[src/rtl/key_anti_shake2_pkg.sv]
// Shared types and default parameters for the key debouncer.
package key_anti_shake2_pkg;

    localparam int   DEF_STABLE_CYCLES = 1_000_000;
    localparam int   DEF_CNT_W         = 20;
    localparam logic DEF_IDLE_LEVEL    = 1'b0;

    typedef enum logic [1:0] {
        KEY_EV_NONE,
        KEY_EV_PRESS,
        KEY_EV_RELEASE
    } key_event_e;

    // An accepted level equal to the idle level is a release, anything else a press.
    function automatic key_event_e classify_change(input logic new_level, input logic idle_level);
        return (new_level == idle_level) ? KEY_EV_RELEASE : KEY_EV_PRESS;
    endfunction

endpackage

[src/rtl/key_anti_shake2_if.sv]
// Key level in, debounced level and edge pulses out.
interface key_anti_shake2_if;
    logic key_in;
    logic key_out;
    logic key_press;
    logic key_release;

    modport master (output key_in, input key_out, input key_press, input key_release);
    modport slave  (input key_in, output key_out, output key_press, output key_release);
endinterface

[src/rtl/key_anti_shake2_sync2.sv]
// Two-flop synchroniser bringing the raw key level into the clk domain.
module key_sync2 #(
    parameter logic RST_VAL = 1'b0
) (
    input  logic clk,
    input  logic rst,
    input  logic d,
    output logic q
);

    logic q0_d, q0_q;
    logic q1_d, q1_q;

    always_comb begin
        q0_d = d;
        q1_d = q0_q;
    end

    // NOTE: non-blocking assignments let both stages update from pre-edge values, forming a real 2-stage shift.
    always_ff @(posedge clk) begin
        if (rst) begin
            q0_q <= RST_VAL;
            q1_q <= RST_VAL;
        end else begin
            q0_q <= q0_d;
            q1_q <= q1_d;
        end
    end

    assign q = q1_q;

endmodule

[src/rtl/key_anti_shake2.sv]
// Push-button debouncer: accepts a new level after it holds for STABLE_CYCLES clocks.
module key_anti_shake2
    import key_anti_shake2_pkg::*;
#(
    parameter int   STABLE_CYCLES = DEF_STABLE_CYCLES,
    parameter int   CNT_W         = DEF_CNT_W,
    parameter logic IDLE_LEVEL    = DEF_IDLE_LEVEL
) (
    input  logic              clk,
    input  logic              rst,
    key_anti_shake2_if.slave  key
);

    localparam logic [CNT_W-1:0] CNT_LAST = CNT_W'(STABLE_CYCLES - 1);

    logic             sync_key;
    logic [CNT_W-1:0] cnt_d, cnt_q;
    logic             key_out_d, key_out_q;
    logic             key_press_d, key_press_q;
    logic             key_release_d, key_release_q;
    key_event_e       change_ev;

    key_sync2 #(.RST_VAL(IDLE_LEVEL)) u_sync (
        .clk (clk),
        .rst (rst),
        .d   (key.key_in),
        .q   (sync_key)
    );

    // Any cycle where the synchronised level agrees with key_out restarts the hold count.
    // NOTE: every output gets a default first so no path through the block infers a latch.
    always_comb begin
        cnt_d     = '0;
        key_out_d = key_out_q;
        change_ev = KEY_EV_NONE;
        if (sync_key != key_out_q) begin
            if (cnt_q == CNT_LAST) begin
                key_out_d = sync_key;
                change_ev = classify_change(sync_key, IDLE_LEVEL);
            end else begin
                cnt_d = cnt_q + CNT_W'(1);
            end
        end
        key_press_d   = (change_ev == KEY_EV_PRESS);
        key_release_d = (change_ev == KEY_EV_RELEASE);
    end

    always_ff @(posedge clk) begin
        if (rst) begin
            cnt_q         <= '0;
            key_out_q     <= IDLE_LEVEL;
            key_press_q   <= 1'b0;
            key_release_q <= 1'b0;
        end else begin
            cnt_q         <= cnt_d;
            key_out_q     <= key_out_d;
            key_press_q   <= key_press_d;
            key_release_q <= key_release_d;
        end
    end

    assign key.key_out     = key_out_q;
    assign key.key_press   = key_press_q;
    assign key.key_release = key_release_q;

endmodule

[src/flat_wrapper.sv]
// flat-port wrapper written by rule: the top's interface ports become plain ports
module key_anti_shake2_flat import key_anti_shake2_pkg::*;
#(
    parameter int   STABLE_CYCLES = DEF_STABLE_CYCLES,
    parameter int   CNT_W         = DEF_CNT_W,
    parameter logic IDLE_LEVEL    = DEF_IDLE_LEVEL
)
  (clk, rst, key_key_in, key_key_out, key_key_press, key_key_release);
  key_anti_shake2_if key_i ();
  input  logic clk;
  input  logic rst;
  input wire logic [$bits(key_i.key_in)-1:0] key_key_in;
  output wire logic [$bits(key_i.key_out)-1:0] key_key_out;
  output wire logic [$bits(key_i.key_press)-1:0] key_key_press;
  output wire logic [$bits(key_i.key_release)-1:0] key_key_release;
  assign key_i.key_in = key_key_in;
  assign key_key_out = key_i.key_out;
  assign key_key_press = key_i.key_press;
  assign key_key_release = key_i.key_release;
  key_anti_shake2 #(.STABLE_CYCLES(STABLE_CYCLES), .CNT_W(CNT_W), .IDLE_LEVEL(IDLE_LEVEL)) u_core (.clk(clk), .rst(rst), .key(key_i));
endmodule
[config.mk]
export PLATFORM = sky130hd
export DESIGN_NAME = key_anti_shake2_flat
export DESIGN_NICKNAME = d
export VERILOG_FILES = /design/src/rtl/key_anti_shake2_pkg.sv /design/src/rtl/key_anti_shake2_if.sv /design/src/rtl/key_anti_shake2_sync2.sv /design/src/rtl/key_anti_shake2.sv /design/src/flat_wrapper.sv
export SDC_FILE = /design/constraint.sdc
export NUM_CORES = 1
export LEC_CHECK = 0
export BUFFER_PORTS_ARGS = -buffer_cell sky130_fd_sc_hd__clkbuf_2
export CAP_MARGIN = 20
export CORE_MARGIN = 2
export CORE_UTILIZATION = 58
export DETAILED_ROUTE_END_ITERATION = 10
export GPL_ROUTABILITY_DRIVEN = 0
export PLACE_DENSITY_LB_ADDON = 0.2
export SYNTH_ARGS = -nofsm -noshare
export SYNTH_HDL_FRONTEND = slang
export SYNTH_SLANG_ARGS = --single-unit
[constraint.sdc]
create_clock -name clk -period 1.9 [get_ports clk]
set_input_delay 0.095 -clock clk [delete_from_list [all_inputs] [get_ports clk]]
set_output_delay 0.095 -clock clk [all_outputs]
set_load 0.02 [all_outputs]
### Word level (Yosys, flattened, before mapping)

Cells that the tools add are included.

| word-level totals | value |
|---|---|
| bits in writable memories | 0 |
| register bits after elaboration | 25 |
| bits in read-only memories | 0 |
| memories kept | 0 |
| logic and storage cells | 17 |
| bits in latches | 0 |

| operators by class | value |
|---|---|
| bitwise operators | 1 |
| shift operators | 0 |
| $mul | 0 |
| reductions and logical operators | 2 |
| mux-type cells | 3 |
| div/mod/pow operators | 0 |
| eq/ne operators | 4 |
| order comparisons | 0 |
| $add $sub $neg | 1 |

Operators with widths:

| cell | number |
|---|---|
| adder 20 x 1 -> 20 bit (second input constant) | 1 |
| equality test 20 bit (second input constant) | 1 |
| 2-to-1 mux 2 bit | 3 |
| OR reduction 3 bit | 1 |
| equality test 2 x 1 -> 1 bit (second input constant) | 1 |
| equality test 2 bit (second input constant) | 1 |
| AND reduction 2 bit | 1 |
| != test 1 bit | 1 |
| inverter 1 bit | 1 |

### Longest topological paths before layout

Gate-level depths: netlist of the first run.

| depth | value |
|---|---|
| word-level depth | 4 |
| depth in mapped cells | 7 |

### Cells and area by module

Synthesis of the first run repeated with hierarchy kept, for this count alone.

| unflattened totals | value |
|---|---|
| cell total of the unflattened synthesis | 122 |
| area total of the unflattened synthesis | 1,073.5 sq um |

By module, submodules not included:

| module | area an instance (sq um) | cells an instance | instances |
|---|---|---|---|
| key_anti_shake2 | 1,021.0 | 118 | 1 |
| key_sync2 | 52.6 | 4 | 1 |

### Worst setup path before layout of the first run

OpenSTA, ideal clock, no wires.

| timing | value |
|---|---|
| path type | reg2reg |
| start | register u_core.cnt_q[0] |
| end | register u_core.cnt_q[15] |
| buffers on the path | 2 |
| path slack | 0.314 ns |
| stages on the path, launching flop included | 8 |
| data required time | 1.785 ns |
| data arrival time | 1.471 ns |
| clock period less this slack | 1.586 ns |
| cell sequence | dfxtp_1 ha_1 nand3_4 or2_1 buf_6 o21ai_4 buf_6 nor2_1 |

| between the ends | value |
|---|---|
| longest elaborated chain between the ends | 2 |

RTL lines:

| what | line | RTL |
|---|---|---|
| start, declared | key_anti_shake2.sv:17 | `logic [CNT_W-1:0] cnt_d, cnt_q;` |
| start signal, assigned | key_anti_shake2.sv:55 | `cnt_q <= cnt_d;` |
| branches (longest 2 deep; another with adder 20 x 1 -> 20 bit) | -- |  |

Parallel ways; which one is timed is not known.
A chain may end at the register's enable or synchronous reset.

### Final worst setup path of the first run

| timing | value |
|---|---|
| start | register u_core.cnt_q[0] |
| end | register u_core.cnt_q[2] |

Same word-level chain as after synthesis.

==> metrics, run 1 <==
outcome=completed; Buf/Inv on CP=0; ys flop type=dfxtp_1; Synth cell types=29; Synth-to-Final Area Change=7.82%; FILL cells=184; Multi-input gate area=614 um^2; clock sinks=25; Die Y=48.6 um; Setup crit start=u_core.cnt_q[0]; Setup TNS=0 ns; Core Region=1920 um^2; sw power=0.000155 W; Async SR Flop Fraction=0; Sw Share=0.201; peak supply drop=0.424 mV; yosys warns=0; PnR Total Power=0.000771 W; P_int=0.000616 W; combinational share of power=0.019; clock slew at reported path FFs=0.12 ns; Pre-antenna DRT Iters=4; maximum clock path buffer count=2; DRT antenna net count=0; critical path, cell by cell=ha_1 -> nand3_4 -> or2_1 -> o21ai_4 -> nor2_1; pwr dens=621 nW/um^2; Synth area leader=dfxtp_1; flop2flop setup slack=0.15 ns; antenna cells=0; Cell Area, Synth=1150 um^2; end of the critical path=u_core.cnt_q[2]; Crit path max-delay family=simple AND/OR/NAND/NOR gates; Die ar.=2360 um^2; hpwl dp=1350 um; post-synthesis sequential area ratio=0.434; RSZ-0062 raised after global routing=false; htree depth=1; Util after Layout=0.646; global-route wire length before repair=3320 um; Chip Width=48.6 um; post-DR wirelength/cell=12.1 um; Slew Viols, Final=0; GRT Total Usage=0.178; Root Buffer=clkbuf_4; Syn Inst Count=117; most frequent cells in the layout=nor2_1, dfxtp_1, xnor2_1; reg2reg start=u_core.cnt_q[0]; CP Max Fanout=17; Post-route DRC=0; #FFs+latches synth=25; stages on the worst setup path=5; worst reg2reg path depth=5; routed vias/inst=5.30; Final Critical Period=1.75 ns; EDFF count, synth=0; Tightest Pin Transition=0.453 ns; Post-Route WL=1870 um; Worst Path Arrival=1.95 ns; WHS=0.460 ns; CTS tree=built; CP max-delay cell=o21ai_4; Final Hold Fails=0; critical path's largest stage delay=0.41 ns; vias in the first global route=799; Core Rows=16; Final Cycle Share=0.923; Reg area=500 um^2; syn_nets=121; top cells by area, synth=dfxtp_1, xnor2_1, nor2_1; max cap viols=0; TritonCTS Buffers=3; initial antenna violation count=0; Setup crit start kind=flop; crit path capture type=flop; clock skew=0.000942 ns; min-delay worst type=flop to flop; Reg power frac=0.685; Port Buffers=5; drt initial violations=15; share of layout cells above drive strength 1=0.142; Initial Utilization=0.600; FMAX=0.570 GHz; worst skew pair latency=0.31 ns; Required @ worst endpoint=2.10 ns; pin count of the biggest net entering global routing=18; syn_area_per_cell=9.85 um^2; post-cts resize count=0; # setup viols final=0; Leak=0.415 nW; kind of critical path=flop to flop; area share of the largest cell type after synthesis=0.434; IO Pins=6; via count=816; Slew headroom=0.697; Critical R2R Capture=u_core.cnt_q[2]; clock share of power=0.296; Layout Nets=132; total grt overflow=0
==> per-layer routing <==
layer / share of wire / global-route usage / vias to the layer above
met2: 0.49 / 0.299 / 5
li1: - / - / 420
met3: 0.017 / 0.0278 / 5
met1: 0.47 / 0.232 / 386
met5: 0 / 0 / -
met4: 0.020 / 0.0714 / 0
==> what timing repair did <==
action / 4_1_cts / 5_1_grt
hold endpoints to repair: 2 / 0
hold buffers: 2 / 0
buffers inserted: 0 / 0
setup endpoints to repair: 0 / 5
==> synth_stat cells, drive strengths merged (2+ instances only) <==
cell type,number
dfxtp,25
nor2,25
xnor2,14
nor3,6
nand3,5
nand4,5
nor4,5
inv,4
and3,3
nand2,3
o221ai,3
and2,2
buf,2
nand2b,2
nor2b,2
nor4b,2
xor2,2
==> how the worst min path moves through the flow <==
stage                                   from                  to  slack, ns  cells past startpoint
after floorplan                          rst     u_core.u_sync.q       0.17                      1
after global placement                   rst     u_core.u_sync.q       0.31                      2
after detailed placement          key_key_in  u_core.u_sync.q0_q       0.31                      2
after CTS                 u_core.u_sync.q0_q     u_core.u_sync.q       0.46                      1
after global routing      u_core.u_sync.q0_q     u_core.u_sync.q       0.48                      1
final                     u_core.u_sync.q0_q     u_core.u_sync.q       0.46                      1
==> area by class of cell <==
| type | instances | share of cell area |
|---|---|---|
| repair buffers | 8 | 0.0423 |
| flip-flops and latches | 25 | 0.403 |
| multi-input cells | 86 | 0.494 |
| well taps | 27 | 0.0272 |
| inverters | 4 | 0.0121 |
| clock buffers | 4 | 0.0211 |
==> cell families (layout without fill, tap and decap cells) <==
family                   Yosys count  after routing  synth area share
XOR/XNOR                          16             16             0.122
multiplexers                       1              1           0.00869
AO/OA/AOI/OAI                      5              5            0.0434
flip-flops                        25             25             0.434
buffers and inverters              6             16            0.0326
adder cells (fa/ha/maj)            1              1            0.0109
AND/OR/NAND/NOR                   63             63             0.349
==> per-stage QoR <==
step / setup slack (ns) / instance area (um^2) / std cells
4_1_cts: 0.112 / 1240 / 154
6_report: 0.146 / 1240 / 154
3_5_place_dp: 0.124 / 1200 / 148
3_3_place_gp: 0.206 / 1200 / 148
2_1_floorplan: 0.314 / 1150 / 117
5_1_grt: 0.00965 / 1240 / 154
==> power groups by stage <==
| stage | clock, W | combinational, W | sequential, W |
|---|---|---|---|
| 6_report | 0.000228 | 0.0000145 | 0.000528 |
| 5_1_grt | 0.000258 | 0.0000166 | 0.000529 |
| 4_1_cts | 0.000235 | 0.0000144 | 0.000528 |
| 3_5_place_dp | 0 | 0.0000113 | 0.000540 |
| 3_3_place_gp | 0 | 0.0000107 | 0.000540 |
| 2_1_floorplan | 0 | 0.00000816 | 0.000540 |
==> flip-flops by register name, summed over array words and instances (netlist names) <==
name,cells
u_core.key.key_release,1
u_core.key.key_press,1
u_core.key.key_out,1
u_core.u_sync.q,1
u_core.cnt_q,20
u_core.u_sync.q0_q,1
Note: power is estimated with default switching activity, not from simulation.
==> run 2, diff against run 1 <==
--- a/config.mk
+++ b/config.mk
@@ -12,6 +12,7 @@
 export DETAILED_ROUTE_END_ITERATION = 10
 export GPL_ROUTABILITY_DRIVEN = 0
 export PLACE_DENSITY_LB_ADDON = 0.2
+export SETUP_SLACK_MARGIN = 0.2
 export SYNTH_ARGS = -nofsm -noshare
 export SYNTH_HDL_FRONTEND = slang
 export SYNTH_SLANG_ARGS = --single-unit
==> run 2 against run 1 <==
Net effect: non-clock buffer count increased by 3; final cell count increased by 1.9%; global-route usage unchanged; hold slack about the same; flip-flop and latch count unchanged; routed wire length increased by 1.7%; critical endpoint unchanged; highest routed layer unchanged.
==> metrics, run 2 (same netlist as run 1, synthesis figures left out) <==
WHS=0.460 ns (about the same); max reg flops=20 (unchanged); share of layout cells above drive strength 1=0.177 (was 0.142); FMAX=0.632 GHz (was 0.570 GHz); Core Region=1920 um^2 (unchanged); initial antenna violation count=0 (unchanged); Required @ worst endpoint=2.12 ns (was 2.10 ns); commonest non-fill, non-tap cell in the layout=dfxtp_1; pin count of the biggest net entering global routing=15 (was 18); total grt overflow=0 (unchanged); Synth-to-Final Area Change=11.3% (was 7.82%); Leak=0.436 nW (was 0.415 nW); Tightest Pin Transition=0.421 ns (was 0.453 ns); Slew Viols, Final=0 (unchanged); clock skew=0.00239 ns (was 0.000942 ns); drt initial violations=13 (was 15); area post-placement=1200 um^2 (unchanged); vias in the first global route=799 (unchanged); Post-Route WL=1900 um (was 1870 um); worst skew pair latency=0.31 ns (about the same); FILL cells=179 (was 184); TritonCTS Buffers=3 (unchanged); crit path capture type=flop (unchanged); Pre-antenna DRT Iters=3 (was 4); hpwl dp=1350 um (unchanged); Setup crit start kind=flop (unchanged); IO Pins=6 (unchanged); # setup viols final=0 (unchanged); Final Cycle Share=0.833 (was 0.923); Port Buffers=5 (unchanged); CP max-delay cell=dfxtp_1 (was o21ai_4); clock slew at reported path FFs=0.12 ns (about the same); antenna cells=0 (unchanged); maximum clock path buffer count=2 (unchanged); most frequent cells in the layout=dfxtp_1, nor2_1, xnor2_1 (was nor2_1, dfxtp_1, xnor2_1); kind of critical path=flop to flop (unchanged); via count=828 (was 816); Chip Width=48.6 um (unchanged); DRT antenna net count=0 (unchanged); Slew headroom=0.718 (was 0.697); peak supply drop=0.429 mV (was 0.424 mV); htree depth=1 (unchanged); Post-route DRC=0 (unchanged); CTS tree=built (unchanged); Setup TNS=0 ns (unchanged); outcome=completed (unchanged); max cap viols=0 (unchanged); Final Critical Period=1.58 ns (was 1.75 ns); Util after Layout=0.667 (was 0.646); routed vias/inst=5.27 (was 5.30); critical path, cell by cell=ha_1 -> nand3_4 -> or2_4 -> o21ai_4 -> buf_12 -> nor2_1 (was ha_1 -> nand3_4 -> or2_1 -> o21ai_4 -> nor2_1); min-delay worst type=flop to flop (unchanged); Core Rows=16 (unchanged); Top reg by flops=u_core.cnt_q (unchanged); critical path's largest stage delay=0.39 ns (was 0.41 ns); Die ar.=2360 um^2 (unchanged); worst reg2reg path depth=6 (was 5); Initial Utilization=0.600 (unchanged); non-filler cells, final=157 (was 154); Final Hold Fails=0 (unchanged); dpl cells=148 (unchanged); post-DR wirelength/cell=12.1 um (about the same); CP Max Fanout=14 (was 17); RSZ-0062 raised after global routing=false (unchanged); Die Y=48.6 um (unchanged); Layout Nets=135 (was 132); global-route wire length before repair=3310 um (was 3320 um); pwr dens=604 nW/um^2 (was 621 nW/um^2); Worst Path Arrival=1.80 ns (was 1.95 ns); WHS Path Cells=1 (unchanged); final instance area=1280 um^2 (was 1240 um^2); GRT Total Usage=0.178 (unchanged); clock sinks=25 (unchanged); Root Buffer=clkbuf_4 (unchanged)
## run 2: changes by cell type in the layout (fill, tap and decap cells not counted), sizes merged
cell  previous run  this run
buf              1         4
## run 2: final timing paths
path	end	slack, ns	startpoint
min	u_core.u_sync.q	0.46	u_core.u_sync.q0_q
max	u_core.cnt_q[2]	0.32	u_core.cnt_q[0]
max reg2reg	u_core.cnt_q[2]	0.32	u_core.cnt_q[0]
min reg2reg	u_core.u_sync.q	0.46	u_core.u_sync.q0_q
## run 2: power by group
| group | switching (W) | total [W] | leakage [nW] | internal [W] |
|---|---|---|---|---|
| registers | 0.00000161 | 0.000528 | 0.202 | 0.000527 |
| logic | 0.00000755 | 0.0000178 | 0.219 | 0.0000103 |
| clock network | 0.000146 | 0.000228 | 0.0150 | 0.0000821 |
| total | 0.000155 | 0.000774 | 0.436 | 0.000619 |
## run 2: metrics by stage
stage	power [W]	setup WS, ns
finish	0.000774	0.318
global route	0.000807	0.188
CTS	0.000781	0.272
detailed placement	0.000551	0.124
global placement	0.000550	0.206
floorplan	0.000548	0.314
## run 2: per-layer routing
metal	vias to the layer above	track usage	part of all wire
met5	-	0	0
met4	0	0.0714	0.019
met3	5	0.0278	0.015
met2	5	0.294	0.49
met1	393	0.236	0.47
li1	425	-	-
## run 2: layout make-up
class                           instances  area (um^2)  share of cell area
Multi-Input combinational cell         86          619               0.483
Inverter                                4         15.0              0.0117
Clock buffer                            4         26.3              0.0205
Timing Repair Buffer                   11         87.6              0.0683
Sequential cell                        25          500               0.390
Tap cell                               27         33.8              0.0263
## run 2: worst max-delay path, delay by kind of cell (launching register included)
kind | cells | cell delay (ns)
simple gates | 3 | 0.51
fa+ha+maj | 1 | 0.24
compound gates | 1 | 0.19
buf+inv | 1 | 0.16
flops | 1 | 0.39
## run 2: timing repair
item,in CTS,in global routing
buffers inserted,2,1
endpoints found under the hold margin,2,0
hold buffers,2,0
gates resized for setup,0,2
pin swaps,1,2
setup endpoints to repair,17,8
